### config.mk
export PLATFORM = sky130hd
export DESIGN_NAME = imem_arbiter
export DESIGN_NICKNAME = d
export VERILOG_FILES = /design/src/rtl/imem_pkg.sv /design/src/rtl/imem_arbiter.sv
export SDC_FILE = /design/constraint.sdc
export NUM_CORES = 1
export LEC_CHECK = 0
export ABC_AREA = 1
export BUFFER_PORTS_ARGS = -buffer_cell sky130_fd_sc_hd__buf_2
export CORE_AREA = 4 4 97 99
export CTS_BUF_LIST = sky130_fd_sc_hd__clkbuf_16
export DETAILED_ROUTE_END_ITERATION = 8
export DIE_AREA = 0 0 101 103
export GPL_ROUTABILITY_DRIVEN = 0
export PLACE_DENSITY = 0.9
export RECOVER_POWER = 100
export SLEW_MARGIN = 20
export SYNTH_ARGS = -nofsm -noshare
export SYNTH_HDL_FRONTEND = slang
export SYNTH_SLANG_ARGS = --single-unit
### constraint.sdc
create_clock -name clk -period 3.1 [get_ports clk]
set_input_delay 0.93 -clock clk [delete_from_list [all_inputs] [get_ports clk]]
set_output_delay 0.93 -clock clk [all_outputs]
set_load 0.03 [all_outputs]
### src/rtl/imem_pkg.sv
// imem_pkg: shared owner tags, FSM states and constants
// for the instruction-memory arbiter.
package imem_pkg;

  localparam int unsigned DEF_MEM_WORDS = 16384;
  localparam logic [31:0] IMEM_NOP_WORD = 32'h0000_0013;

  typedef enum logic [1:0] {
    OWN_NONE = 2'd0,
    OWN_IF   = 2'd1,
    OWN_LD   = 2'd2
  } owner_e;

  typedef enum logic {
    ST_OPEN   = 1'b0,
    ST_LOCKED = 1'b1
  } state_e;

endpackage

### src/rtl/imem_arbiter.sv
// imem_arbiter: fetch/loader arbitration and response routing for the shared
// instruction memory. Define IMEM_ARB_ERR_EN to add address checks and err.
module imem_arbiter
  import imem_pkg::*;
#(
  parameter int unsigned MEM_WORDS    = DEF_MEM_WORDS,
  parameter int unsigned AW           = $clog2(MEM_WORDS),
  parameter int unsigned LD_BURST_MAX = 8,
  parameter logic [31:0] NOP_WORD     = IMEM_NOP_WORD
) (
  input  logic          clk,
  input  logic          rst_n,
  input  logic          if_req,
  input  logic [31:0]   if_addr,
  output logic          if_gnt,
  output logic          if_rvalid,
  output logic [31:0]   if_rdata,
  input  logic          ld_req,
  input  logic          ld_we,
  input  logic [31:0]   ld_addr,
  input  logic [31:0]   ld_wdata,
  input  logic          ld_lock,
  output logic          ld_gnt,
  output logic          ld_rvalid,
  output logic [31:0]   ld_rdata,
  output logic          locked,
`ifdef IMEM_ARB_ERR_EN
  output logic          err,
`endif
  output logic          mem_en,
  output logic          mem_we,
  output logic [AW-1:0] mem_addr,
  output logic [31:0]   mem_wdata,
  input  logic [31:0]   mem_rdata
);

  localparam int unsigned CW = $clog2(LD_BURST_MAX + 1);

  state_e        state_q, state_d;
  owner_e        owner_q, owner_d;
  logic [CW-1:0] cnt_q, cnt_d;
  logic [31:0]   if_rdata_q, ld_rdata_q;
  logic [31:0]   sel_addr, resp;
  logic          sel_err, any_gnt, burst_hit;

  always_comb begin
    state_d   = state_q;
    cnt_d     = cnt_q;
    if_gnt    = 1'b0;
    ld_gnt    = 1'b0;
    burst_hit = (cnt_q == CW'(LD_BURST_MAX));
    unique case (state_q)
      ST_OPEN: begin
        // fetch only overtakes the loader once the burst budget is spent
        if (ld_req && !(if_req && burst_hit)) ld_gnt = 1'b1;
        else if_gnt = if_req;
        if (ld_lock) state_d = ST_LOCKED;
      end
      ST_LOCKED: begin
        ld_gnt = ld_req;
        if (!ld_lock && owner_q != OWN_LD) state_d = ST_OPEN;
      end
      default: state_d = ST_OPEN;
    endcase
    if (!if_req || if_gnt || state_q == ST_LOCKED) cnt_d = '0;
    else if (ld_gnt) cnt_d = cnt_q + CW'(1);
  end

  always_comb begin
    any_gnt  = if_gnt | ld_gnt;
    sel_addr = ld_gnt ? ld_addr : if_addr;
`ifdef IMEM_ARB_ERR_EN
    sel_err  = any_gnt && ((sel_addr[1:0] != 2'b00) ||
               ({2'b00, sel_addr[31:2]} >= MEM_WORDS));
`else
    sel_err  = 1'b0;
`endif
    mem_en    = any_gnt & ~sel_err;
    mem_we    = mem_en & ld_gnt & ld_we;
    mem_addr  = mem_en ? sel_addr[AW+1:2] : '0;
    mem_wdata = mem_we ? ld_wdata : '0;
    unique case (1'b1)
      if_gnt:           owner_d = OWN_IF;
      ld_gnt && !ld_we: owner_d = OWN_LD;
      default:          owner_d = OWN_NONE;
    endcase
  end

`ifdef IMEM_ARB_ERR_EN
  logic err_q;
  assign err  = sel_err;
  assign resp = err_q ? NOP_WORD : mem_rdata;
`else
  logic unused_addr;
  assign unused_addr = ^{sel_addr[31:AW+2], sel_addr[1:0], sel_err};
  assign resp        = mem_rdata;
`endif

  assign locked    = (state_q == ST_LOCKED);
  assign if_rvalid = (owner_q == OWN_IF);
  assign ld_rvalid = (owner_q == OWN_LD);
  assign if_rdata  = if_rvalid ? resp : if_rdata_q;
  assign ld_rdata  = ld_rvalid ? resp : ld_rdata_q;

  always_ff @(posedge clk or negedge rst_n) begin
    if (!rst_n) begin
      state_q    <= ST_OPEN;
      owner_q    <= OWN_NONE;
      cnt_q      <= '0;
      if_rdata_q <= '0;
      ld_rdata_q <= '0;
`ifdef IMEM_ARB_ERR_EN
      err_q      <= 1'b0;
`endif
    end else begin
      state_q    <= state_d;
      owner_q    <= owner_d;
      cnt_q      <= cnt_d;
      if_rdata_q <= if_rdata;
      ld_rdata_q <= ld_rdata;
`ifdef IMEM_ARB_ERR_EN
      err_q      <= sel_err;
`endif
    end
  end

endmodule

-- Word-level counts from Yosys, hierarchy flattened
Index checks and enable logic that the tools add are counted.
- memories: 0
- output and inout bits: 117
- bits in latches: 0
- RAM bits: 0
- bits of input ports: 134
- bits in registers: 71
- bits in read-only memories: 0
- equal/unequal tests: 4
- $mul: 0
- shifts and indexed selects: 0
- reductions and logical operators: 11
- bitwise gates (word level): 4
- magnitude comparators: 0
- muxes and demuxes: 15
- divide/modulo/power cells: 0
- add/sub/neg operators: 1
- operators with widths (operator ; count):
    32-bit two-way mux ; 3
    16-bit two-way mux ; 1
    14-bit two-way mux ; 1
    4-bit two-way mux ; 2
    1-bit two-way mux ; 5
    4-bit by 1-bit adder with 4-bit output (second input constant) ; 1
    4-bit == test (second input constant) ; 1
    1-bit logical AND ; 4
    1-bit zero test ; 4
    1-bit one-hot mux with 2 select lines ; 2
    2-bit one-hot mux with 2 select lines ; 1
    1-bit bitwise AND ; 2
    2-bit by 1-bit == test with 1-bit output (second input constant) ; 1
    2-bit == test (second input constant) ; 1
    1-bit logical OR ; 2
    2-bit inequality test (second input constant) ; 1
    2-bit nonzero test ; 1
    1-bit NOT ; 1
    1-bit OR ; 1

-- Depth between registers and ports, before layout
- depth after elaboration: 10
- mapped depth: 10

-- Worst setup path before layout
OpenSTA, ideal clock, no wires.
- path type: input to output
- from: input port if_req
- to: output port if_gnt
- slack: 0.290 ns
- arrival: 1.880 ns
- stages on the path: 5
- path through: inv_1 nor2_2 buf_4 inv_1 a21oi_1
- word-level cells in the longest chain between the ends: 5
- ends and longest elaborated chain (item ; RTL line ; source):
    start, declared ; imem_arbiter.sv:13 ; input logic if_req,
    1-bit logical AND ; imem_arbiter.sv:55 ; if (ld_req && !(if_req && burst_hit)) ld_gnt = 1'b1;
    1-bit zero test ; imem_arbiter.sv:55 ;
    1-bit logical AND ; imem_arbiter.sv:55 ;
    1-bit two-way mux * ; imem_arbiter.sv:55 ;
    1-bit two-way mux * ; imem_arbiter.sv:52 ; unique case (state_q)
    end, declared ; imem_arbiter.sv:15 ; output logic if_gnt,
Every way passes the cells marked *; elsewhere a longest branch is shown, timed or not.

-- Final worst setup path
- from: input port if_req
- to: output port mem_addr[0]
- word-level cells in the longest chain between the ends: 7
- elaborated cells between the ends (all ways): 10
- ends and longest elaborated chain (item ; RTL line ; source):
    1-bit logical AND ; imem_arbiter.sv:55 ;
    1-bit zero test ; imem_arbiter.sv:55 ;
    1-bit logical AND ; imem_arbiter.sv:55 ;
    1-bit two-way mux ; imem_arbiter.sv:55 ;
    1-bit one-hot mux with 2 select lines / 1-bit two-way mux (equally long branches) ; imem_arbiter.sv:52 ;
    16-bit two-way mux / 1-bit OR (equally long branches) ; imem_arbiter.sv:71, imem_arbiter.sv:70 ;
    14-bit two-way mux * ; imem_arbiter.sv:80 ; mem_addr = mem_en ? sel_addr[AW+1:2] : '0;
    end, declared ; imem_arbiter.sv:32 ; output logic [AW-1:0] mem_addr,
Marks and branches as above.

==> out/metrics.yaml <==
status:
  outcome: "finished, final reports clean"
layout:
  antennaDiodeCount: 0
  nFillCells: 813
  num-nets-final: 783
  fin_cells: 760
  syn2layout_area_growth_pct: 39.3
  final_cell_mix: "inv_1, nand2_1, buf_2, dfrtp_1, o21ai_0"
  drive_gt1_share_pct: 30.2
  final_common_cell: "inv_1"
grt:
  gr-usage-all-layers_pct: 16.4
  overflow: 0
  grt_max_degree: 49
  grt_pass1_vias: 2888
  grt_pass1_wl_um: 13600
  antenna_found_initial: 0
die:
  die_h_um: 103
  ios: 251
  core-area_um2: 8550
  start_util_pct: 40.2
  die_x_um: 101
  die-area_um2: 10400
  fp-row-count: 34
synthesis:
  synth-edff-count: 0
  yosysUniqueCellTypes: 24
  synth_area_leaders: "dfrtp_1, nand2_1, inv_1"
  syn-num-nets: 573
  synthesis.area_um2: 3440
  yosys.area.top_type: "dfrtp_1"
  yosys_warnings: 0
  yosys_register_bits: 71
  avgSynthCellArea_um2: 7.86
  synth_top_area_share_pct: 51.7
  synth-seq-area-share_pct: 51.7
  synth_ff_type: "dfrtp_1"
  synthCells: 437
  synthArstFlopShare_pct: 100
sta:
  worst_slack_ns: 0.117
  fin_tns_setup_ns: 0
  drv_slew: 0
  rsz0062_at_grt: "no"
  skew_ns: 0.00404
  finalCritPeriodShare_pct: 96.2
  slew_headroom_pct: 16.9
  min_period_ns: 2.98
  worst_slew_pin_slew_ns: 1.25
  setup_viol: 0
  fmax_ghz: 0.335
  timing.final.hold_violations: 0
drt:
  wl_per_cell_um: 12.2
  final_antenna_net_count: 0
  drt-pass1-iter-count: 4
  drtIter0Drc: 78
  totalWireLength_um: 9240
  routed-via-count: 3250
  via_per_inst: 4.28
  drc: 0
clocking:
  cts_tree: "done"
  clkLatencyLatePin_ns: 0.32
  ctsRootBufferMaster: "clkbuf_16"
  htreeDepth: 3
  cts.repair.resized: 0
  cts_sinks: 71
  post-cts-setup-buffer-count: 0
  hold_buffers: 0
  clockBufferDepth: 2
  clk_pin_slew_worst_paths_ns: 0.06
  numCtsBuffers: 9
worst_setup_path:
  end_kind: "output pin"
  path_class: "input port to output pin"
  cp.arrival_ns: 2.05
  cp-start-kind: "input port"
  cp_max_fo: 17
  required_ns: 2.17
flow_run:
  cap_violations: 0
placed_design:
  io_buffers: 214
  dp_slack_ns: 0.141
  dp_cells: 744
  dpl.hpwl_um: 7200
pwr:
  powerDensity_nw_per_um2: 635
  vdd_drop_max_mv: 0.410
  p_leak_nw: 2.88
hold_path:
  min_path_type: "register to register"
[synth_stat cells, types with 2 or more instances]
master,number
buf_4,3
nand3_4,2
clkbuf_1,4
nand2_2,7
nand2_1,103
inv_1,101
buf_2,9
o21ai_1,10
dfrtp_1,71
inv_2,4
nand3_1,16
ha_1,2
nor2_2,2
o21ai_0,54
nor2_1,37
buf_6,4
[registers in the layout, indices dropped and copies added, names as in the netlist]
signal,cells
if_rdata_q,32
locked,1
owner_q,2
cnt_q,4
ld_rdata_q,32
[worst max-delay path, stage by stage]
cell	delay, ns
clkbuf_1	0.09
nand2_1	0.08
inv_1	0.07
nand3_4	0.09
buf_4	0.23
nand2_8	0.14
nand2_1	0.08
nand2_1	0.04
inv_1	0.08
clkbuf_2	0.21
[cells by family (layout without fill, tap and decap cells)]
kind of cell	Yosys count	in the layout	synth area share [%]
xor gates and xnor gates	2	2	0.510
AOI/OAI and AO/OA	66	66	9.69
adders and majority gates	2	2	0.728
DFF	71	71	51.7
buffers and inverters	127	342	16.2
and+or+nand+nor	169	169	21.2
[final timing paths]
kind | startpoint | end | slack, ns | cells after the start
worst min-delay path | cnt_q[0] | cnt_q[0] | 0.49 | 1
max in group asynchronous | rst_n | ld_rdata_q[5] | 0.49 | 2
worst max register to register | owner_q[0] | ld_rdata_q[21] | 1.63 | 4
min in group asynchronous | rst_n | ld_rdata_q[26] | 0.85 | 1
worst max-delay path | if_req | mem_addr[0] | 0.12 | 10
worst min register to register | cnt_q[0] | cnt_q[0] | 0.49 | 1
[power breakdown]
group	switching (mW)	internal, mW
Combinational	0.688	0.228
Clock	0.376	0.625
Sequential	0.0436	1.08
[layer usage]
layer	up-vias	global-route usage (%)	wire (um)
li1	1701	-	-
met5	-	0	0
met4	0	4.60	106
met2	96	27.2	4710
met1	1443	21.5	3860
met3	10	4.19	553
[stage by stage]
stage               power [mW]  util (%)  hold WS, ns  area, um^2
floorplan                 1.77         -        0.453        3440
global placement          2.07      53.6        0.469        4590
detailed placement        2.10      53.6        0.477        4590
CTS                       3.12      57.1        0.492        4880
global route              3.21      56.0        0.515        4790
finish                    3.04      56.0        0.489        4790
[cell type report]
type                       count  area [um^2]  share of cell area (%)
timing repair buffer         221         1080                    22.5
clock inverter                 7         73.8                    1.54
multi-input combinational    239         1100                    23.1
inverter                     105          394                    8.24
tap                          108          135                    2.82
sequential                    71         1780                    37.1
clock buffer                   9          225                    4.71
Note: power is estimated with default switching activity, not from simulation.
